===== config.mk =====
export PLATFORM = sky130hd
export DESIGN_NAME = matrix_frame_feeder
export DESIGN_NICKNAME = d
export VERILOG_FILES = /design/src/rtl/matrix_pkg.sv /design/src/rtl/handshake_timer.sv /design/src/rtl/matrix_frame_feeder.sv
export SDC_FILE = /design/constraint.sdc
export NUM_CORES = 1
export LEC_CHECK = 0
export ABC_CLOCK_PERIOD_IN_PS = 2550
export CORE_MARGIN = 8
export CORE_UTILIZATION = 51
export CTS_CLUSTER_DIAMETER = 150
export CTS_CLUSTER_SIZE = 14
export DETAILED_ROUTE_END_ITERATION = 12
export GPL_TIMING_DRIVEN = 0
export HOLD_SLACK_MARGIN = 0.1
export PLACE_DENSITY = 0.85
export SETUP_SLACK_MARGIN = 0.05
export SYNTH_ARGS = -nofsm -noshare
export SYNTH_HDL_FRONTEND = slang
export SYNTH_SLANG_ARGS = --single-unit

===== constraint.sdc =====
create_clock -name clk -period 2.55 [get_ports clk]
set_input_delay 0.51 -clock clk [delete_from_list [all_inputs] [get_ports clk]]
set_output_delay 0.51 -clock clk [all_outputs]
set_load 0.005 [all_outputs]

===== src/rtl/matrix_pkg.sv =====
// Shared types and constants for the matrix output path (feeder and output stage).
package matrix_pkg;

  localparam int SPI_SIZE         = 8;
  localparam int BYTES_PER_MATRIX = 384;
  localparam int BYTES_PER_COLUMN = 24;

  typedef enum logic [2:0] {
    IDLE,
    WAIT_FRAME,
    START,
    START_WAIT,
    FETCH,
    LATCH,
    ISSUE,
    DATA_WAIT
  } feeder_state_t;

  typedef enum logic [1:0] {
    OUT_IDLE,
    OUT_IMAGE,
    OUT_COLUMN,
    OUT_DATA
  } state_t;

endpackage


===== src/rtl/handshake_timer.sv =====
// Cycle counter for bounded handshake waits: cleared on demand, saturates at its
// terminal count, and flags expiry once TIMEOUT cycles have been spent counting.
module handshake_timer #(
  parameter int TIMEOUT = 1023
) (
  input  logic clk,
  input  logic rst_n,
  input  logic clear,
  input  logic run,
  output logic expired
);

  localparam int W = (TIMEOUT > 1) ? $clog2(TIMEOUT) : 1;
  localparam logic [W-1:0] TERMINAL = W'(TIMEOUT - 1);

  logic [W-1:0] count;

  always_ff @(posedge clk or negedge rst_n) begin
    if (!rst_n) begin
      count <= '0;
    end else if (clear) begin
      count <= '0;
    end else if (run && !expired) begin
      count <= count + 1'b1;
    end
  end

  assign expired = (count == TERMINAL);

endmodule


===== src/rtl/matrix_frame_feeder.sv =====
// Reads one frame from the double-buffered frame RAM and hands it byte-by-byte to
// output_module over the new_image / next_data / tx_finish level handshake.
module matrix_frame_feeder #(
  parameter int CHANNEL_NUMBER   = 3,
  parameter int SPI_SIZE         = matrix_pkg::SPI_SIZE,
  parameter int BYTES_PER_MATRIX = matrix_pkg::BYTES_PER_MATRIX,
  parameter int BYTES_PER_COLUMN = matrix_pkg::BYTES_PER_COLUMN,
  parameter int TIMEOUT          = 1023
) (
  input  logic                                clk,
  input  logic                                rst_n,
  input  logic                                enable,
  input  logic                                frame_valid,
  input  logic                                frame_bank,
  output logic                                frame_ack,
  output logic [$clog2(BYTES_PER_MATRIX):0]   rd_addr,
  input  logic [CHANNEL_NUMBER*SPI_SIZE-1:0]  rd_data,
  output logic [CHANNEL_NUMBER*SPI_SIZE-1:0]  data_out,
  output logic                                new_image,
  output logic                                new_column,
  output logic                                next_data,
  input  logic                                tx_finish,
  output logic                                frame_done,
  output logic                                error
);

  import matrix_pkg::*;

  localparam int IDX_W = $clog2(BYTES_PER_MATRIX);
  localparam int COL_W = (BYTES_PER_COLUMN > 1) ? $clog2(BYTES_PER_COLUMN) : 1;
  localparam logic [IDX_W-1:0] LAST_IDX = IDX_W'(BYTES_PER_MATRIX - 1);
  localparam logic [COL_W-1:0] LAST_COL = COL_W'(BYTES_PER_COLUMN - 1);

  feeder_state_t    state;
  logic             bank;
  logic [IDX_W-1:0] byte_idx;
  logic [COL_W-1:0] col_idx;
  logic             timed;
  logic             hs_event;
  logic             timer_expired;
  logic             timeout_hit;

  // hs_event is the tx_finish level that moves a waiting state on; it also
  // restarts the timer so every state gets its own full budget.
  always_comb begin
    timed    = 1'b0;
    hs_event = 1'b0;
    case (state)
      START, ISSUE: begin
        timed    = 1'b1;
        hs_event = !tx_finish;
      end
      START_WAIT, DATA_WAIT: begin
        timed    = 1'b1;
        hs_event = tx_finish;
      end
      default: begin
        timed    = 1'b0;
        hs_event = 1'b0;
      end
    endcase
  end

  handshake_timer #(
    .TIMEOUT (TIMEOUT)
  ) u_timer (
    .clk     (clk),
    .rst_n   (rst_n),
    .clear   (!timed || hs_event),
    .run     (timed),
    .expired (timer_expired)
  );

  assign timeout_hit = timed && timer_expired && !hs_event;

  always_ff @(posedge clk or negedge rst_n) begin
    if (!rst_n) begin
      state      <= IDLE;
      bank       <= 1'b0;
      byte_idx   <= '0;
      col_idx    <= '0;
      rd_addr    <= '0;
      data_out   <= '0;
      frame_ack  <= 1'b0;
      new_image  <= 1'b0;
      new_column <= 1'b0;
      next_data  <= 1'b0;
      frame_done <= 1'b0;
      error      <= 1'b0;
    end else begin
      frame_ack  <= 1'b0;
      frame_done <= 1'b0;
      if (timeout_hit) begin
        // A stalled output stage abandons the frame; no frame_done is reported.
        error      <= 1'b1;
        new_image  <= 1'b0;
        next_data  <= 1'b0;
        new_column <= 1'b0;
        state      <= IDLE;
      end else begin
        case (state)
          IDLE: begin
            if (tx_finish) state <= WAIT_FRAME;
          end
          WAIT_FRAME: begin
            if (enable && frame_valid) begin
              frame_ack <= 1'b1;
              bank      <= frame_bank;
              byte_idx  <= '0;
              col_idx   <= '0;
              new_image <= 1'b1;
              state     <= START;
            end
          end
          START: begin
            if (!tx_finish) begin
              new_image <= 1'b0;
              state     <= START_WAIT;
            end
          end
          START_WAIT: begin
            if (tx_finish) begin
              rd_addr <= {bank, byte_idx};
              state   <= FETCH;
            end
          end
          FETCH: begin
            state <= LATCH;
          end
          LATCH: begin
            data_out   <= rd_data;
            next_data  <= 1'b1;
            new_column <= (col_idx == '0) && (byte_idx != '0);
            state      <= ISSUE;
          end
          ISSUE: begin
            if (!tx_finish) begin
              next_data  <= 1'b0;
              new_column <= 1'b0;
              state      <= DATA_WAIT;
            end
          end
          DATA_WAIT: begin
            if (tx_finish) begin
              if (byte_idx == LAST_IDX) begin
                frame_done <= 1'b1;
                state      <= WAIT_FRAME;
              end else begin
                byte_idx <= byte_idx + 1'b1;
                col_idx  <= (col_idx == LAST_COL) ? '0 : col_idx + 1'b1;
                rd_addr  <= {bank, byte_idx + 1'b1};
                state    <= FETCH;
              end
            end
          end
          default: begin
            state <= IDLE;
          end
        endcase
      end
    end
  end

endmodule


==> results.yml, run 1 <==
power_and_ir_drop:
  ir_worst_vdd_mv: 0.690
  powerDensity_nw_per_um2: 1090
  p_leak_nw: 1.95
sta:
  finalMaxSlewViolations: 0
  setup_viol: 0
  period_minus_slack_ns: 2.36
  fin_skew_ns: 0.00953
  tightestPinTransition_ns: 0.847
  slew_headroom_pct: 43.5
  fin_crit_sh_pct: 92.7
  fin_setup_tns_ns: 0
  hold_viol: 0
  rsz0062_at_grt: "no"
  fmax_mhz: 423
final_layout:
  fill_cells: 453
  multiInputGateArea_um2: 1550
  utilization_pct: 69.3
  final_nets: 429
  seqCellArea_um2: 1700
  area_delta_synth_final_pct: 31.2
  layout-drive-gt1-share_pct: 14.6
  diodes: 0
synth:
  ys_warn_count: 0
  synth.most_common_cell: "dfrtp_1"
  synth_common_cells: "68 x dfrtp_1, 29 x nor2_1, 18 x nand2_1, 18 x o21ai_0, 14 x inv_1"
  syn_inst: 306
  ys_seq_area_share_pct: 50.4
  syn_nets: 349
  async_reset_ff_share_pct: 100
  synth_area_leader_cell: "dfrtp_1"
  ys_ff_latch: 68
  avgSynthCellArea_um2: 11.0
  synth_edf_count: 0
  synth.top_cell.area_share_pct: 50.4
  synth_area_um2: 3370
  synthFlopType: "dfrtp_1"
  ys_types: 49
  synthTopCellsByArea: "dfrtp_1 50%, mux2_4 4.9%, ha_1 4.8%"
clock_tree:
  holdBufCountCts: 0
  clockRootBuffer: "clkbuf_8"
  cts_sinks: 68
  cts_tree: "yes"
  clockBufferDepth: 2
  htreeDepth: 3
  clk_pin_slew_ns: 0.08
  worstSkewPairLatency_ns: 0.35
  cts_inserted_buffers: 9
critical_path:
  cp-start-kind: "input pin"
  crit_fanout: 10
  rrSetupSlack_ns: 0.23
  r2r-end: "byte_idx[0]"
  r2r-start: "state[0]"
  cp_data_arrival_time_ns: 2.59
  r2r_cells: 7
  cp.required_ns: 2.78
  critical_path_class: "in -> reg"
  end_kind: "flop"
placed_design:
  dp_hpwl_um: 5340
  port_buffers: 69
  gp_congestion: 0.837
global_route:
  antenna_found_initial: 0
  grt_max_degree: 69
  grtUsageTotal_pct: 16.7
  grt_pass1_wl_um: 13100
  grt_pass1_vias: 2730
  overflow: 0
run_status:
  status: "completed"
drt:
  wl_um: 7630
  drt-initial-drc-count: 150
  post_drt_wl_per_cell_um: 16.3
  num_vias: 2607
  post-route-drc-count: 0
  drtAntennaViolNets: 0
  via_per_inst: 5.57
  firstDrtPassIters: 4
floorplanning:
  die_h_um: 97.3
  die_w_um: 97.3
  coreArea_um2: 6390
  io_pins: 70
  num_rows: 29
  die_area_um2: 9480
  start_util_pct: 52.8
job:
  max_cap_violations: 0
hold_path:
  hold_path_class: "in -> async"
## per-stage QoR
stage	hold WS [ns]	worst slack (ns)	instance area [um2]	total power, mW	cells
5_1_grt	0.330	0.0548	4430	5.16	468
4_1_cts	0.294	0.107	4420	4.88	468
3_5_place_dp	0.460	-0.238	4160	3.69	452
6_report	0.248	0.186	4430	4.84	468
3_3_place_gp	0.456	-1.25	4160	3.63	452
2_1_floorplan	0.214	0.513	3370	2.78	306
## sequential cells by signal (all words and copies together), names as in the netlist
register and flops:
error 1, new_column 1, u_timer.count 10, byte_idx 9, frame_ack 1, next_data 1
frame_done 1, state 3, col_idx 5, new_image 1, bank 1, rd_addr 10
data_out 24
## cell type report
type                            count  share of cell area [%]
Clock buffer                        9                    2.80
Multi-Input combinational cell    209                    34.9
Timing Repair Buffer               69                    15.5
Buffer                             15                    1.84
Sequential cell                    68                    38.4
Clock inverter                      7                    3.14
Inverter                           14                    1.19
Tap cell                           77                    2.18
## repair_timing
action | CTS | global route
buffers inserted | 0 | 0
setup endpoints to repair | 0 | 5
resized for setup | 0 | 1
## cells by family (layout without fill, tap and decap cells)
family                   count (synthesis)  after routing  share of synthesized area [%]
AND/OR/NAND/NOR                         96             96                           14.8
flip-flops                              68             68                           50.4
adder cells (fa/ha/maj)                 13             13                           4.82
XOR/XNOR                                12             12                           3.11
buffers and inverters                   29            114                           3.97
AO/OA/AOI/OAI                           54             54                           10.4
multiplexers                            34             34                           12.5
## worst max-delay path by stage
| stage | from | to | slack [ns] | cells after the start |
|---|---|---|---|---|
| floorplan | state[1] | byte_idx[0] | 0.51 | 6 |
| global placement | rst_n | data_out[2] | -1.25 | 1 |
| detailed placement | tx_finish | byte_idx[0] | -0.24 | 6 |
| CTS | state[1] | byte_idx[0] | 0.11 | 6 |
| global route | state[1] | byte_idx[0] | 0.05 | 6 |
| finish | tx_finish | byte_idx[0] | 0.19 | 6 |
## cell usage in the layout (no fill, tap or decap), drive strengths merged, types with 2 or more instances in the layout
master / n
dfrtp: 68
mux2: 31
o21ai: 19
nor2: 30
clkdlybuf4s50: 68
a21o: 4
xnor2: 4
or2: 2
ha: 13
and3: 7
nand2: 18
bufinv: 4
xor2: 8
a31oi: 4
nor4: 4
a211oi: 2
buf: 11
nor3: 4
o31ai: 7
mux2i: 3
and2: 3
clkinv: 3
inv: 14
nand3: 9
a21oi: 8
nand2b: 4
clkbuf: 14
nand4: 8
a311oi: 2
## critical path: stages
cell,delay (ns)
clkdlybuf4s50_1,0.62
mux2_4,0.36
nor4_4,0.31
a211o_1,0.20
buf_2,0.23
mux2_1,0.35
## routing by layer
layer  wire (um)  global-route usage, %
met5           0                      0
met4         138                   7.81
met3         366                   4.34
met2        3860                   27.6
met1        3270                   19.9
## power breakdown
| group | internal, mW | total (mW) | leakage [nW] | switching (mW) |
|---|---|---|---|---|
| Clock | 0.746 | 1.17 | 0.133 | 0.421 |
| Combinational | 1.14 | 2.02 | 0.956 | 0.880 |
| Sequential | 1.43 | 1.65 | 0.862 | 0.216 |
| Total | 3.32 | 4.84 | 1.95 | 1.52 |
Power figures use the tool's default switching activity.
==> run 2, diff against run 1 <==
TNS_END_PERCENT = 10   (was not set)
==> results of run 2 <==
No change in the layout: final DEF, timing and power equal those of run 1.
